### src/rtl/vga_timing_pkg.sv
// Shared VGA timing definitions: 640x480@60 constants, line/frame totals and
// the per-stage record carried through the sync pipeline.
// Optional feature macro used by vga_sync_gen: VGA_BORDER_EN.
package vga_timing_pkg;

    localparam int VGA_H_ACTIVE = 640;
    localparam int VGA_H_FP     = 16;
    localparam int VGA_H_SYNC   = 96;
    localparam int VGA_H_BP     = 48;
    localparam int VGA_V_ACTIVE = 480;
    localparam int VGA_V_FP     = 10;
    localparam int VGA_V_SYNC   = 2;
    localparam int VGA_V_BP     = 33;
    localparam int VGA_CLK_DIV  = 4;
    localparam int VGA_CNT_W    = 11;

    // Total length of one axis: visible region plus the three blanking parts.
    function automatic int calc_total(input int active, input int fp, input int sync, input int bp);
        return active + fp + sync + bp;
    endfunction

    localparam int VGA_H_TOTAL = calc_total(VGA_H_ACTIVE, VGA_H_FP, VGA_H_SYNC, VGA_H_BP);
    localparam int VGA_V_TOTAL = calc_total(VGA_V_ACTIVE, VGA_V_FP, VGA_V_SYNC, VGA_V_BP);

    // One pipeline stage: active-low syncs, active-area flag, border flag.
    typedef struct packed {
        logic hs;
        logic vs;
        logic act;
        logic border;
    } sync_stage_t;

    localparam sync_stage_t SYNC_STAGE_IDLE = '{hs: 1'b1, vs: 1'b1, act: 1'b0, border: 1'b0};

endpackage

### src/rtl/vga_pixel_tick.sv
// Pixel-rate clock enable: divides clk by CLK_DIV (2..16). pix_tick is a
// registered one-clk pulse on the last count; pre_tick is high in the cycle
// before pix_tick so downstream logic can register outputs that align with it.
module vga_pixel_tick #(
    parameter int CLK_DIV = 4
) (
    input  logic clk,
    input  logic rst,
    output logic pix_tick,
    output logic pre_tick
);

    localparam int DIV_W = (CLK_DIV > 2) ? $clog2(CLK_DIV) : 1;
    localparam logic [DIV_W-1:0] DIV_LAST = DIV_W'(CLK_DIV - 1);
    localparam logic [DIV_W-1:0] DIV_PRE  = DIV_W'(CLK_DIV - 2);

    logic [DIV_W-1:0] div_cnt_r;
    logic [DIV_W-1:0] div_cnt_next_s;
    logic             pre_tick_s;
    logic             pix_tick_r;

    // Next divider count and look-ahead of the tick.
    always_comb begin
        if (div_cnt_r == DIV_LAST) begin
            div_cnt_next_s = {DIV_W{1'b0}};
        end else begin
            div_cnt_next_s = div_cnt_r + {{(DIV_W-1){1'b0}}, 1'b1};
        end
        pre_tick_s = (div_cnt_r == DIV_PRE);
    end

    // Divider counter; the tick register equals (div_cnt == CLK_DIV-1).
    always_ff @(posedge clk or posedge rst) begin
        if (rst) begin
            div_cnt_r  <= {DIV_W{1'b0}};
            pix_tick_r <= 1'b0;
        end else begin
            div_cnt_r  <= div_cnt_next_s;
            pix_tick_r <= pre_tick_s;
        end
    end

    assign pix_tick = pix_tick_r;
    assign pre_tick = pre_tick_s;

endmodule

### src/rtl/vga_sync_gen.sv
// VGA raster timing generator: pixel enable, row/col counters, delayed
// hsync/vsync/video_on and blanked, re-aligned RGB for the VGA pins.
// Optional macro VGA_BORDER_EN forces a white 1-pixel frame around the
// active area.
module vga_sync_gen
    import vga_timing_pkg::*;
#(
    parameter int H_ACTIVE   = VGA_H_ACTIVE,
    parameter int H_FP       = VGA_H_FP,
    parameter int H_SYNC     = VGA_H_SYNC,
    parameter int H_BP       = VGA_H_BP,
    parameter int V_ACTIVE   = VGA_V_ACTIVE,
    parameter int V_FP       = VGA_V_FP,
    parameter int V_SYNC     = VGA_V_SYNC,
    parameter int V_BP       = VGA_V_BP,
    parameter int CLK_DIV    = VGA_CLK_DIV,
    parameter int SYNC_DELAY = 1
) (
    input  logic        clk,
    input  logic        rst,
    input  logic [3:0]  red_in,
    input  logic [3:0]  green_in,
    input  logic [3:0]  blue_in,
    output logic [10:0] row,
    output logic [10:0] col,
    output logic        pix_tick,
    output logic        frame_start,
    output logic        hsync,
    output logic        vsync,
    output logic        video_on,
    output logic [3:0]  red,
    output logic [3:0]  green,
    output logic [3:0]  blue
);

    localparam int H_TOTAL = calc_total(H_ACTIVE, H_FP, H_SYNC, H_BP);
    localparam int V_TOTAL = calc_total(V_ACTIVE, V_FP, V_SYNC, V_BP);

    localparam logic [10:0] H_LAST     = 11'(H_TOTAL - 1);
    localparam logic [10:0] V_LAST     = 11'(V_TOTAL - 1);
    localparam logic [10:0] H_ACT      = 11'(H_ACTIVE);
    localparam logic [10:0] V_ACT      = 11'(V_ACTIVE);
    localparam logic [10:0] HS_START   = 11'(H_ACTIVE + H_FP);
    localparam logic [10:0] HS_END     = 11'(H_ACTIVE + H_FP + H_SYNC);
    localparam logic [10:0] VS_START   = 11'(V_ACTIVE + V_FP);
    localparam logic [10:0] VS_END     = 11'(V_ACTIVE + V_FP + V_SYNC);
`ifdef VGA_BORDER_EN
    localparam logic [10:0] H_ACT_LAST = 11'(H_ACTIVE - 1);
    localparam logic [10:0] V_ACT_LAST = 11'(V_ACTIVE - 1);
`endif

    logic        tick_s;
    logic        pre_tick_s;
    logic [10:0] row_r;
    logic [10:0] col_r;
    logic        frame_start_r;
    sync_stage_t raw_s;
    sync_stage_t stage_in_s [SYNC_DELAY];
    sync_stage_t pipe_r     [SYNC_DELAY];
    sync_stage_t final_in_s;
    logic [11:0] rgb_next_s;
    logic [11:0] rgb_r;
    logic        unused_border_s;

    vga_pixel_tick #(
        .CLK_DIV (CLK_DIV)
    ) u_pixel_tick (
        .clk      (clk),
        .rst      (rst),
        .pix_tick (tick_s),
        .pre_tick (pre_tick_s)
    );

    // Raster counters: col wraps at end of line and carries into row.
    always_ff @(posedge clk or posedge rst) begin
        if (rst) begin
            col_r <= 11'd0;
            row_r <= 11'd0;
        end else if (tick_s) begin
            if (col_r == H_LAST) begin
                col_r <= 11'd0;
                if (row_r == V_LAST) begin
                    row_r <= 11'd0;
                end else begin
                    row_r <= row_r + 11'd1;
                end
            end else begin
                col_r <= col_r + 11'd1;
            end
        end
    end

    // Frame-start pulse, registered one cycle ahead so it coincides with the
    // pix_tick that ends the last pixel (counters are stable across that edge).
    always_ff @(posedge clk or posedge rst) begin
        if (rst) begin
            frame_start_r <= 1'b0;
        end else begin
            frame_start_r <= pre_tick_s && (col_r == H_LAST) && (row_r == V_LAST);
        end
    end

    // Decode raw sync/active/border flags from the current counters.
    always_comb begin
        raw_s     = SYNC_STAGE_IDLE;
        raw_s.hs  = !((col_r >= HS_START) && (col_r < HS_END));
        raw_s.vs  = !((row_r >= VS_START) && (row_r < VS_END));
        raw_s.act = (col_r < H_ACT) && (row_r < V_ACT);
`ifdef VGA_BORDER_EN
        raw_s.border = raw_s.act && ((col_r == 11'd0) || (col_r == H_ACT_LAST) ||
                                     (row_r == 11'd0) || (row_r == V_ACT_LAST));
`else
        raw_s.border = 1'b0;
`endif
    end

    // Input of each pipeline stage: raw decode feeds stage 0, others chain.
    always_comb begin
        for (int i = 0; i < SYNC_DELAY; i++) begin
            stage_in_s[i] = SYNC_STAGE_IDLE;
        end
        stage_in_s[0] = raw_s;
        for (int i = 1; i < SYNC_DELAY; i++) begin
            stage_in_s[i] = pipe_r[i-1];
        end
        final_in_s = stage_in_s[SYNC_DELAY-1];
    end

    // Sync pipeline shifting once per pixel.
    always_ff @(posedge clk or posedge rst) begin
        if (rst) begin
            for (int i = 0; i < SYNC_DELAY; i++) begin
                pipe_r[i] <= SYNC_STAGE_IDLE;
            end
        end else if (tick_s) begin
            for (int i = 0; i < SYNC_DELAY; i++) begin
                pipe_r[i] <= stage_in_s[i];
            end
        end
    end

    // Colour for the pixel entering the final stage: blank outside active area.
    always_comb begin
        rgb_next_s = 12'h000;
        if (final_in_s.act) begin
`ifdef VGA_BORDER_EN
            if (final_in_s.border) begin
                rgb_next_s = 12'hFFF;
            end else begin
                rgb_next_s = {red_in, green_in, blue_in};
            end
`else
            rgb_next_s = {red_in, green_in, blue_in};
`endif
        end else begin
            rgb_next_s = 12'h000;
        end
    end

    // Colour registers load on the same edge as the final sync stage.
    always_ff @(posedge clk or posedge rst) begin
        if (rst) begin
            rgb_r <= 12'h000;
        end else if (tick_s) begin
            rgb_r <= rgb_next_s;
        end
    end

    // The final-stage border flag has no consumer: colour decides from the
    // stage input so colour and sync move together.
    assign unused_border_s = pipe_r[SYNC_DELAY-1].border;

    assign row         = row_r;
    assign col         = col_r;
    assign pix_tick    = tick_s;
    assign frame_start = frame_start_r;
    assign hsync       = pipe_r[SYNC_DELAY-1].hs;
    assign vsync       = pipe_r[SYNC_DELAY-1].vs;
    assign video_on    = pipe_r[SYNC_DELAY-1].act;
    assign red         = rgb_r[11:8];
    assign green       = rgb_r[7:4];
    assign blue        = rgb_r[3:0];

endmodule

### config.mk
export PLATFORM = sky130hd
export DESIGN_NAME = vga_sync_gen
export DESIGN_NICKNAME = d
export VERILOG_FILES = /design/src/rtl/vga_timing_pkg.sv /design/src/rtl/vga_pixel_tick.sv /design/src/rtl/vga_sync_gen.sv
export SDC_FILE = /design/constraint.sdc
export NUM_CORES = 1
export LEC_CHECK = 0
export ABC_CLOCK_PERIOD_IN_PS = 2400
export CAP_MARGIN = 40
export CORE_MARGIN = 2
export CORE_UTILIZATION = 49
export CTS_BUF_LIST = sky130_fd_sc_hd__clkbuf_2 sky130_fd_sc_hd__clkbuf_4 sky130_fd_sc_hd__clkbuf_8
export DETAILED_ROUTE_END_ITERATION = 10
export PLACE_DENSITY = 0.91
export SYNTH_ARGS = -nofsm -noshare
export SYNTH_HDL_FRONTEND = slang
export SYNTH_SLANG_ARGS = --single-unit
### constraint.sdc
create_clock -name clk -period 2.4 [get_ports clk]
set_input_delay 0.72 -clock clk [delete_from_list [all_inputs] [get_ports clk]]
set_output_delay 0.72 -clock clk [all_outputs]
set_load 0.005 [all_outputs]
[Word-level counts from Yosys, hierarchy flattened]
Index checks and enable logic that the tools add are counted.
Operators by class
  equal/unequal tests: 4
  $lt $le $gt $ge: 6
  reductions and logical operators: 8
  mux-type cells: 4
  add/subtract/negate cells: 3
Operators by type and width (count)
  adder 11 x 1 -> 11 bit, second input constant: 2
  == test 11 x 10 -> 1 bit, second input constant: 2
  less-than comparator 11 x 10 -> 1 bit, second input constant: 2
  less-than comparator 11 x 9 -> 1 bit, second input constant: 2
  2-to-1 mux 11 bit: 2
  2-to-1 mux 12 bit: 1
  >= comparator 11 x 10 -> 1 bit, second input constant: 1
  >= comparator 11 x 9 -> 1 bit, second input constant: 1
  logical AND 1 bit: 5
  == test 2 bit, second input constant: 2
  adder 2 x 1 -> 2 bit, second input constant: 1
  zero test 1 bit: 2
  2-to-1 mux 2 bit: 1
  AND reduction 2 bit: 1
Storage, ports and cells
  word-level logic and storage cells: 34
  input port bits: 14
  output and inout bits: 39
  flip-flop bits (word level): 41

[Logic depth before layout (Yosys ltp)]
Gate-level depths: netlist of run 1.
  depth in word-level cells: 3
  depth in mapped cells: 7

[Hierarchy]
A second synthesis of run 1 with hierarchy kept.
Second synthesis, totals
  cell total of the unflattened synthesis: 179
  area total of the unflattened synthesis: 1961.9 um^2
By module, submodules not included
  vga_sync_gen: sequential area each 953.4 um^2, times used 1, area an instance 1846.8 um^2, cells an instance 170
  vga_pixel_tick: sequential area each 75.1 um^2, times used 1, area an instance 115.1 um^2, cells an instance 9

[Worst setup path after synthesis of run 1]
OpenSTA, ideal clock, no wires.
  path type: reg-to-reg
  start: register col_r[7] (netlist: col[7])
  end: register row_r[5] (netlist: row[5])
  library setup time: 65 ps
  buffers on the path: 1
  stages on the path, launching flop included: 6
  path slack: 280 ps
  arrival time: 2056 ps
  cell sequence: dfrtp_1 or4_4 or4_1 buf_2 nor4_4 mux2_2
Between the ends
  word-level cells in the longest chain between the ends: 2
Ends and longest elaborated chain
  from (decl): RTL line vga_sync_gen.sv:55  | logic [10:0] col_r;
  from (signal assigned): RTL line vga_sync_gen.sv:88  | col_r <= col_r + 11'd1;
  == test 11 x 10 -> 1 bit: RTL line vga_sync_gen.sv:80  | if (col_r == H_LAST) begin
  AND reduction 2 bit (no source line)
  to (signal assigned): RTL line vga_sync_gen.sv:85  | row_r <= row_r + 11'd1;
  to (decl): RTL line vga_sync_gen.sv:54  | logic [10:0] row_r;
No other way between the ends.
A chain may end at the register's enable or synchronous reset.

[Worst setup path in the final report of run 1]
  start: register u_pixel_tick.pix_tick_r (netlist: u_pixel_tick.pix_tick)
  end: output port pix_tick
RTL lines
  from (decl): RTL line vga_pixel_tick.sv:20  | logic pix_tick_r;
  from (signal assigned): RTL line vga_pixel_tick.sv:39  | pix_tick_r <= pre_tick_s;
  to (decl): RTL line vga_sync_gen.sv:26  | output logic pix_tick,
No word-level cell between the ends.

==> flow_metrics.py, run 1 <==
metrics = {
    "critical_path": {
        "cp_max_fo": 8,
        "worstReg2RegStart": "col[7]",
        "critPathRequiredTime_ps": 1680,
        "worst_setup_path_end_kind": "output pin",
        "reg2reg_setup_slack_ps": 230,
        "startpoint_type": "flip-flop",
        "worst_r2r_endpoint": "row[5]",
        "worst_ep_arrival_time_ps": 1490,
        "path_class": "reg -> out",
        "startpoint": "u_pixel_tick.pix_tick",
        "reg2reg_depth": 4,
    },
    "route": {
        "vias": 1601,
        "drcViolationCount": 0,
        "ant_nets": 0,
        "drt_iter0_markers": 114,
        "wl_um": 4446,
        "drt_pass1_iterations": 4,
        "routedWlPerCell_um": 15.71,
        "viasPerCell": 5.657,
    },
    "min_path": {
        "min-delay-start": "u_pixel_tick.div_cnt_r[0]",
        "hold_end": "u_pixel_tick.div_cnt_r[0]",
        "worstHoldPathType": "reg -> reg",
        "hold_depth": 1,
    },
    "final_layout": {
        "antenna_cells": 0,
        "nets": 255,
        "synthToLayoutAreaGrowth_pct": 37.65,
        "drive_above_1_share": 0.09787,
    },
    "clock_tree": {
        "clock_path_buffers": 2,
        "worstSkewPairLatency_ps": 300,
        "cts_resized": 0,
        "h-tree-depth": 2,
        "tritoncts": "built",
        "root_buffer": "clkbuf_8",
        "postCtsHoldBufs": 0,
        "post_cts_buffers": 0,
        "cts_sinks": 41,
        "clkSlewWorstSetupHoldPaths_ps": 70,
        "numCtsBuffers": 5,
    },
    "grt": {
        "met3_usage": 0.06985,
        "grt_pass1_wl_um": 7452,
        "busiest_layer": "met2",
        "use_met2": 0.3475,
        "use_met1": 0.2994,
        "grt_start_max_net_pins": 42,
        "grt_pass1_vias": 1588,
        "track_usage": 0.2232,
        "grt_overflow": 0,
        "antenna_found_initial": 0,
    },
    "synth": {
        "ys_seq_area_frac": 0.5429,
        "synthArstFlopShare": 1.000,
        "synth_ff_type": "dfrtp_1",
        "ys_types": 36,
        "synth-edff-count": 0,
        "yosys_register_bits": 41,
        "syn-instance-count": 173,
        "synth.net_count": 194,
        "yosys_warnings": 0,
        "synth_area_um2": 1894,
        "syn_avg_cell_area_um2": 10.95,
    },
    "power_and_ir_drop": {
        "comb_power_share": 0.054,
        "power.share.clock": 0.386,
        "ir_worst_vdd_mv": 0.3270,
        "internal-power_mw": 1.003,
        "total_power_mw": 1.260,
        "p_sw_frac": 0.2041,
        "switching_power_mw": 0.2571,
        "powerDensity_nw_per_um2": 483.2,
        "leakage_nw": 1.115,
        "p_seq_frac": 0.560,
    },
    "sta": {
        "setup_violations": 0,
        "tightest_slew_ps": 500.1,
        "period_minus_slack_ps": 2212,
        "slew_violations": 0,
        "rsz0062_at_grt": "no",
        "max_freq_mhz": 452.1,
        "hold_viol_final": 0,
        "maxSlewHeadroom": 0.6666,
        "tns_ps": 0,
        "holdWs_ps": 475.2,
        "skew_ps": 5.643,
        "min_period_over_period": 0.9217,
    },
    "floorplan": {
        "row_count": 22,
        "core_area_um2": 3689,
        "ioPinCount": 53,
        "die_h_um": 66.18,
        "start_util": 0.5136,
        "die-area_um2": 4379,
        "fp.dieW_um": 66.18,
    },
    "place": {
        "gp_congestion": 0.8834,
        "portBuffers": 52,
        "hpwl_um": 3072,
    },
    "flow_run": {
        "maxCapViolations": 0,
    },
    "outcome": {
        "outcome": "completed",
    },
}
layout by cell type (no fill, tap or decap), types with 2 or more instances in the layout:
master | Yosys | final
clkdlybuf4s50_1 | 0 | 52
o2bb2ai_1 | 2 | 2
dfrtp_1 | 39 | 39
clkbuf_4 | 0 | 2
nand2b_1 | 3 | 3
and2_1 | 2 | 2
nor4_1 | 5 | 5
inv_1 | 10 | 10
nand4b_1 | 2 | 2
nor3_1 | 6 | 6
dfstp_2 | 2 | 2
nand3_1 | 6 | 6
nor2_1 | 13 | 13
o21ai_0 | 10 | 10
xnor2_1 | 7 | 7
clkbuf_8 | 0 | 6
nand4_1 | 5 | 5
or4_1 | 2 | 2
xor2_1 | 3 | 3
and3_1 | 4 | 4
ha_1 | 7 | 7
nand2_1 | 9 | 9
a22o_1 | 13 | 13
a21o_1 | 3 | 3
buf_4 | 0 | 8
mux2_2 | 2 | 2
critical path, stage by stage (launching register included):
cell and delay (ps):
dfrtp_1 500, buf_4 200, clkdlybuf4s50_1 500
per-layer routing:
metal | up-vias | share of wire
li1 | 745 | -
met1 | 794 | 0.45
met2 | 55 | 0.46
met3 | 7 | 0.070
met4 | 0 | 0.013
met5 | - | 0
synthesized netlist by cell type (2+ instances only):
| cell | count | area, um2 |
|---|---|---|
| dfrtp_1 | 39 | 975.9 |
| a22o_1 | 13 | 113.9 |
| nor2_1 | 13 | 48.80 |
| inv_1 | 10 | 37.54 |
| o21ai_0 | 10 | 50.05 |
| nand2_1 | 9 | 33.78 |
| ha_1 | 7 | 87.58 |
| xnor2_1 | 7 | 61.31 |
| nand3_1 | 6 | 30.03 |
| nor3_1 | 6 | 30.03 |
| nand4_1 | 5 | 31.28 |
| nor4_1 | 5 | 31.28 |
| and3_1 | 4 | 25.02 |
| clkbuf_1 | 4 | 15.01 |
| a21o_1 | 3 | 22.52 |
| nand2b_1 | 3 | 18.77 |
| xor2_1 | 3 | 26.28 |
| and2_1 | 2 | 12.51 |
| buf_2 | 2 | 10.01 |
| dfstp_2 | 2 | 52.55 |
| mux2_2 | 2 | 22.52 |
| nand4b_1 | 2 | 17.52 |
| o2bb2ai_1 | 2 | 17.52 |
| or4_1 | 2 | 15.01 |
registers in the layout (all words and copies together) (netlist names):
name,flops
col,11
frame_start,1
hsync,1
rgb_r,12
row,11
u_pixel_tick.div_cnt_r,2
u_pixel_tick.pix_tick,1
video_on,1
vsync,1
worst max-delay path by stage:
stage / cells past startpoint / to / slack [ps]
global placement: 4 / row[5] / 290
floorplan: 5 / row[5] / 280
detailed placement: 4 / row[5] / 250
finish: 2 / pix_tick / 190
CTS: 2 / pix_tick / 190
global route: 2 / pix_tick / 130
power by group through the flow:
stage	combinational (mW)	sequential [mW]	clock [mW]
2_1_floorplan	0.0203	0.720	0
3_3_place_gp	0.0687	0.719	0
3_5_place_dp	0.0691	0.720	0
4_1_cts	0.0697	0.706	0.493
5_1_grt	0.0753	0.707	0.530
6_report	0.0681	0.706	0.486
kinds of logic after synthesis:
| family | synth area share |
|---|---|
| simple gates | 0.1882 |
| flops | 0.5429 |
| compound gates | 0.1262 |
| buf+inv | 0.03303 |
| xor+xnor | 0.04624 |
| fa+ha+maj | 0.04623 |
| mux | 0.01717 |
metrics by stage:
| step | setup WS [ps] | instances | cell area, um2 | utilization |
|---|---|---|---|---|
| final | 187.9 | 283 | 2608 | 0.7069 |
| after global routing | 129.0 | 283 | 2608 | 0.7069 |
| after CTS | 191.2 | 283 | 2608 | 0.7069 |
| after detailed placement | 248.6 | 275 | 2510 | 0.6805 |
| after global placement | 294.3 | 275 | 2510 | 0.6805 |
| after floorplan | 279.6 | 173 | 1894 | - |
layout make-up:
type | instances | area [um2]
Clock buffer | 8 | 97.59
Fill cell | 289 | 1081
Inverter | 10 | 37.54
Multi-Input combinational cell | 116 | 803.3
Sequential cell | 41 | 1028
Tap cell | 48 | 60.06
Timing Repair Buffer | 60 | 580.6
Note: power is estimated with default switching activity, not from simulation.
==> run 2, diff against run 1 <==
--- a/config.mk
+++ b/config.mk
@@ -7,11 +7,12 @@
 export LEC_CHECK = 0
 export ABC_CLOCK_PERIOD_IN_PS = 2400
 export CAP_MARGIN = 40
-export CORE_MARGIN = 2
-export CORE_UTILIZATION = 49
+export CORE_MARGIN = 5
+export CORE_UTILIZATION = 50
 export CTS_BUF_LIST = sky130_fd_sc_hd__clkbuf_2 sky130_fd_sc_hd__clkbuf_4 sky130_fd_sc_hd__clkbuf_8
 export DETAILED_ROUTE_END_ITERATION = 10
 export PLACE_DENSITY = 0.91
 export SYNTH_ARGS = -nofsm -noshare
 export SYNTH_HDL_FRONTEND = slang
+export SYNTH_HIERARCHICAL = 1
 export SYNTH_SLANG_ARGS = --single-unit
==> flow_metrics.py, run 2 <==
metrics = {
    "outcome": {
        "outcome": "completed",
    },
    "power_and_ir_drop": {
        "comb_power_share": 0.051,
        "power.share.clock": 0.424,
        "leakage_nw": 1.082,
        "internal-power_mw": 1.084,
        "ir_worst_vdd_mv": 0.4021,
        "p_sw_frac": 0.1959,
        "powerDensity_nw_per_um2": 509.6,
        "switching_power_mw": 0.2640,
        "p_seq_frac": 0.524,
        "total_power_mw": 1.348,
    },
    "floorplan": {
        "row_count": 22,
        "fp.dieW_um": 72.64,
        "start_util": 0.5241,
        "core_area_um2": 3744,
        "die_h_um": 72.64,
        "ioPinCount": 53,
        "die-area_um2": 5277,
    },
    "synth": {
        "synth_area_um2": 1962,
        "synthArstFlopShare": 1.000,
        "syn_avg_cell_area_um2": 10.96,
        "synth-edff-count": 0,
        "synth_ff_type": "dfrtp_1",
        "yosys_warnings": 6,
        "synth_most_common_cell": "dfrtp_1",
        "ys_types": 36,
        "synth.top_cell.area_share": 0.4974,
        "yosys_register_bits": 41,
        "syn-instance-count": 179,
        "synth_common_cells": "dfrtp_1 (39), a22o_1 (12), nand2_1 (12), nor2_1 (12), inv_1 (11)",
        "synth.largest_area_cell": "dfrtp_1",
        "ys_seq_area_frac": 0.5242,
        "yosys-top-cells-area": "dfrtp_1 (50%), a22o_1 (5.4%), ha_1 (4.5%)",
        "synth.net_count": 200,
    },
    "critical_path": {
        "startpoint_type": "flip-flop",
        "path_class": "reg -> out",
        "startpoint": "col[7]",
        "critPathTopFamily": "buffers and inverters",
        "cp_num_buf_inv": 1,
        "path_depth": 1,
        "worst_r2r_endpoint": "row[8]",
        "critPathMaxStageDelay_ps": 570,
        "worstReg2RegStart": "col[0]",
        "worst_ep_arrival_time_ps": 1410,
        "reg2reg_depth": 5,
        "worst_setup_path_end_kind": "output pin",
        "critical_path.cell_chain": "clkdlybuf4s50_1",
        "cp_max_fo": 9,
        "critPathCapture": "col[7]",
        "reg2reg_setup_slack_ps": 450,
        "critPathRequiredTime_ps": 1680,
        "crit_slowest_cell": "clkdlybuf4s50_1",
    },
    "clock_tree": {
        "numCtsBuffers": 5,
        "clkSlewWorstSetupHoldPaths_ps": 80,
        "tritoncts": "built",
        "postCtsHoldBufs": 0,
        "post_cts_buffers": 0,
        "cts_resized": 0,
        "clock_path_buffers": 2,
        "h-tree-depth": 2,
        "root_buffer": "clkbuf_8",
        "worstSkewPairLatency_ps": 290,
        "cts_sinks": 41,
    },
    "grt": {
        "track_usage": 0.1882,
        "antenna_found_initial": 0,
        "grt_start_max_net_pins": 39,
        "grt_pass1_vias": 1538,
        "grt_overflow": 0,
        "grt_pass1_wl_um": 7590,
    },
    "final_layout": {
        "synthToLayoutAreaGrowth_pct": 34.82,
        "largest-register": "rgb_r",
        "nFillCells": 292,
        "final_common_cell": "clkdlybuf4s50_1",
        "largest_reg_flops": 12,
        "nets": 255,
        "drive_above_1_share": 0.08511,
        "antenna_cells": 0,
        "layout_common_cells": "clkdlybuf4s50_1 (52), dfrtp_1 (39), nand2_1 (12), a22o_1 (12), nor2_1 (12)",
    },
    "sta": {
        "tightest_slew_ps": 447.4,
        "hold_viol_final": 0,
        "tns_ps": 0,
        "slew_violations": 0,
        "period_minus_slack_ps": 2132,
        "skew_ps": 6.268,
        "maxSlewHeadroom": 0.7017,
        "min_period_over_period": 0.8884,
        "setup_violations": 0,
        "rsz0062_at_grt": "no",
        "max_freq_mhz": 469.0,
    },
    "min_path": {
        "worstHoldPathType": "reg -> reg",
    },
    "route": {
        "ant_nets": 0,
        "drt_pass1_iterations": 4,
        "routedWlPerCell_um": 16.41,
        "wl_um": 4645,
        "drt_iter0_markers": 151,
        "drcViolationCount": 0,
        "vias": 1587,
        "viasPerCell": 5.608,
    },
    "place": {
        "portBuffers": 52,
        "hpwl_um": 3352,
        "gp_congestion": 0.8533,
    },
    "flow_run": {
        "maxCapViolations": 0,
    },
}
==> run 2: changes by cell type after synthesis, moves of 3 or more <==
cell / before / now
a21oi_1: 1 / 6
and4_1: 0 / 3
nand2_1: 9 / 12
nand3_1: 6 / 9
nor3_1: 6 / 3
nor4_1: 5 / 2
nor4b_1: 0 / 3
o21ai_0: 10 / 7
or3_1: 1 / 4
==> run 2: cell families after synthesis <==
kind of cell / Yosys count / share of synthesized area
xor gates and xnor gates: 10 / 0.04465
AOI/OAI and AO/OA: 31 / 0.1091
and+or+nand+nor: 69 / 0.2194
buffers and inverters: 18 / 0.04146
DFF: 41 / 0.5242
adders and majority gates: 7 / 0.04464
muxes: 3 / 0.01658
==> run 2: final cells by class <==
cell class              count  area (um2)  share of cell area
clock buffers               6       82.58             0.03122
clock inverters             2       37.54             0.01419
inverters                  11       41.29             0.01561
multi-input cells         120       852.1              0.3221
flip-flops and latches     41        1028              0.3888
well taps                  48       60.06             0.02271
repair buffers             55       543.0              0.2053
==> run 2: stage by stage <==
stage	area [um2]	instances	hold slack [ps]	util	setup WS (ps)
floorplan	1962	179	427.9	-	642.5
global placement	2525	275	436.6	0.6745	597.9
detailed placement	2525	275	450.6	0.6745	501.8
CTS	2645	283	462.6	0.7066	259.7
global route	2645	283	499.2	0.7066	212.0
finish	2645	283	460.5	0.7066	267.8
==> run 2: worst min-delay path by stage <==
stage | startpoint | endpoint | slack [ps] | depth (start not counted)
6_report | u_pixel_tick/div_cnt_r[0] | u_pixel_tick/div_cnt_r[0] | 460 | 1
4_1_cts | u_pixel_tick/div_cnt_r[0] | u_pixel_tick/div_cnt_r[0] | 460 | 1
3_3_place_gp | u_pixel_tick/div_cnt_r[0] | u_pixel_tick/div_cnt_r[0] | 440 | 1
5_1_grt | u_pixel_tick/div_cnt_r[0] | u_pixel_tick/div_cnt_r[0] | 500 | 1
2_1_floorplan | u_pixel_tick/div_cnt_r[0] | u_pixel_tick/div_cnt_r[0] | 430 | 1
3_5_place_dp | u_pixel_tick/div_cnt_r[0] | u_pixel_tick/div_cnt_r[0] | 450 | 1
==> run 2: power by group through the flow <==
stage | combinational, mW | clock [mW] | sequential, mW
6_report | 0.0692 | 0.572 | 0.707
5_1_grt | 0.0763 | 0.613 | 0.708
4_1_cts | 0.0716 | 0.579 | 0.707
3_5_place_dp | 0.0710 | 0 | 0.720
3_3_place_gp | 0.0692 | 0 | 0.719
2_1_floorplan | 0.0204 | 0 | 0.720
==> run 2: per-layer routing <==
| layer | up-vias | GRT usage | part of all wire | wire length [um] |
|---|---|---|---|---|
| li1 | 755 | - | - | - |
| met4 | 0 | 0.05738 | 0.014 | 67 |
| met3 | 7 | 0.06061 | 0.062 | 287 |
| met5 | - | 0 | 0 | 0 |
| met2 | 56 | 0.3056 | 0.50 | 2302 |
| met1 | 769 | 0.2398 | 0.43 | 1987 |
==> run 3, diff against run 2 <==
--- a/config.mk
+++ b/config.mk
@@ -7,9 +7,9 @@
 export LEC_CHECK = 0
 export ABC_CLOCK_PERIOD_IN_PS = 2400
 export CAP_MARGIN = 40
-export CORE_MARGIN = 5
+export CORE_MARGIN = 2
 export CORE_UTILIZATION = 50
-export CTS_BUF_LIST = sky130_fd_sc_hd__clkbuf_2 sky130_fd_sc_hd__clkbuf_4 sky130_fd_sc_hd__clkbuf_8
+export CTS_BUF_LIST = sky130_fd_sc_hd__clkbuf_8
 export DETAILED_ROUTE_END_ITERATION = 10
 export PLACE_DENSITY = 0.91
 export SYNTH_ARGS = -nofsm -noshare
==> flow_metrics.py, run 3 (same netlist as run 2, synthesis figures left out) <==
metrics = {
    "final_layout": {
        "layout_common_cells": "clkdlybuf4s50_1 (52), dfrtp_1 (39)",
        "drive_above_1_share": 0.08085,
        "final_util": 0.7094,
        "synthToLayoutAreaGrowth_pct": 34.38,
        "nFillCells": 264,
        "final_cell_count_no_fill": 283,
        "largest-register": "rgb_r",
        "nets": 255,
        "final_cell_area_um2": 2636,
        "antenna_cells": 0,
        "final_common_cell": "clkdlybuf4s50_1",
        "largest_reg_flops": 12,
    },
    "route": {
        "routedWlPerCell_um": 15.98,
        "viasPerCell": 5.671,
        "drt_pass1_iterations": 5,
        "drt_iter0_markers": 132,
        "wl_um": 4521,
        "drcViolationCount": 0,
        "vias": 1605,
        "ant_nets": 0,
    },
    "place": {
        "hpwl_um": 3253,
        "portBuffers": 52,
        "gp_congestion": 0.9046,
        "place_inst": 275,
        "placed_area_um2": 2525,
        "dp_worst_setup_slack_ps": 525.8,
    },
    "critical_path": {
        "cp_max_fo": 9,
        "critPathRequiredTime_ps": 1680,
        "worst_setup_path_end_kind": "output pin",
        "worstReg2RegStart": "col[0]",
        "critical_path.cell_chain": "clkdlybuf4s50_1",
        "cp_num_buf_inv": 1,
        "critPathTopFamily": "buffers and inverters",
        "reg2reg_depth": 5,
        "reg2reg_setup_slack_ps": 480,
        "path_class": "reg -> out",
        "critPathMaxStageDelay_ps": 570,
        "worst_ep_arrival_time_ps": 1420,
        "worst_r2r_endpoint": "row[8]",
        "startpoint_type": "flip-flop",
        "crit_slowest_cell": "clkdlybuf4s50_1",
    },
    "clock_tree": {
        "root_buffer": "clkbuf_8",
        "postCtsHoldBufs": 0,
        "tritoncts": "built",
        "clock_path_buffers": 2,
        "cts_resized": 0,
        "post_cts_buffers": 0,
        "numCtsBuffers": 5,
        "worstSkewPairLatency_ps": 300,
        "h-tree-depth": 2,
        "clkSlewWorstSetupHoldPaths_ps": 80,
        "cts_sinks": 41,
    },
    "outcome": {
        "outcome": "completed",
    },
    "sta": {
        "min_period_over_period": 0.8900,
        "period_minus_slack_ps": 2136,
        "tightest_slew_ps": 474.4,
        "holdWs_ps": 466.8,
        "setup_ws_ps": 264.1,
        "hold_viol_final": 0,
        "rsz0062_at_grt": "no",
        "setup_violations": 0,
        "skew_ps": 9.330,
        "slew_violations": 0,
        "max_freq_mhz": 468.2,
        "tns_ps": 0,
        "maxSlewHeadroom": 0.6837,
    },
    "grt": {
        "antenna_found_initial": 0,
        "grt_overflow": 0,
        "track_usage": 0.2182,
        "grt_pass1_vias": 1500,
        "grt_start_max_net_pins": 39,
        "grt_pass1_wl_um": 7224,
    },
    "min_path": {
        "min-delay-start": "u_pixel_tick/div_cnt_r[0]",
        "hold_end": "u_pixel_tick/div_cnt_r[0]",
        "hold_depth": 1,
        "worstHoldPathType": "reg -> reg",
    },
    "power_and_ir_drop": {
        "powerDensity_nw_per_um2": 502.1,
        "ir_worst_vdd_mv": 0.2761,
        "total_power_mw": 1.324,
        "leakage_nw": 1.084,
    },
    "floorplan": {
        "row_count": 22,
        "fp.dieW_um": 66.64,
        "die_h_um": 66.64,
        "core_area_um2": 3716,
        "ioPinCount": 53,
        "die-area_um2": 4441,
        "start_util": 0.5279,
    },
    "flow_run": {
        "maxCapViolations": 0,
    },
}
[run 3: changes by cell type in the layout (fill, tap and decap cells not counted), sizes merged]
cell / delta
clkbuf: -1
inv: +1
clkinvlp: -1
clkinv: +1
[run 3: where the power goes]
part / internal (mW) / total, mW / switching (mW)
sequential: 0.701 / 0.707 / 0.00587
combinational: 0.0451 / 0.0694 / 0.0242
clock: 0.308 / 0.548 / 0.240
total: 1.05 / 1.32 / 0.270
[run 3: final cells by class]
cell class              count  area, um2  area share
flip-flops and latches     41       1028      0.3901
multi-input cells         120      852.1      0.3232
repair buffers             55      543.0      0.2060
clock buffers               5      68.82     0.02610
well taps                  48      60.06     0.02278
clock inverters             3      42.54     0.01614
inverters                  11      41.29     0.01566
[run 3: worst max-delay path by stage]
stage                 from  endpoint  slack, ps  cells after the start
global placement    col[0]    row[8]        580                      5
global route        col[7]    col[7]        210                      1
detailed placement  col[0]    row[8]        530                      5
floorplan           col[0]    row[8]        640                      5
finish              col[7]    col[7]        260                      1
CTS                 col[7]    col[7]        260                      1
[run 3: worst reg2reg max path: stages, from the launching register on]
cell       delay (ps)
dfrtp_1           430
ha_1              210
and4_1            310
nand4bb_4         180
nor4_2            310
mux2_2            370
[run 3: layer usage]
layer | GRT usage | wire length [um] | vias to the layer above
met5 | 0 | 0 | -
met4 | 0.07908 | 82 | 0
met3 | 0.06419 | 353 | 11
met2 | 0.3688 | 2137 | 64
met1 | 0.2635 | 1948 | 777
li1 | - | - | 753
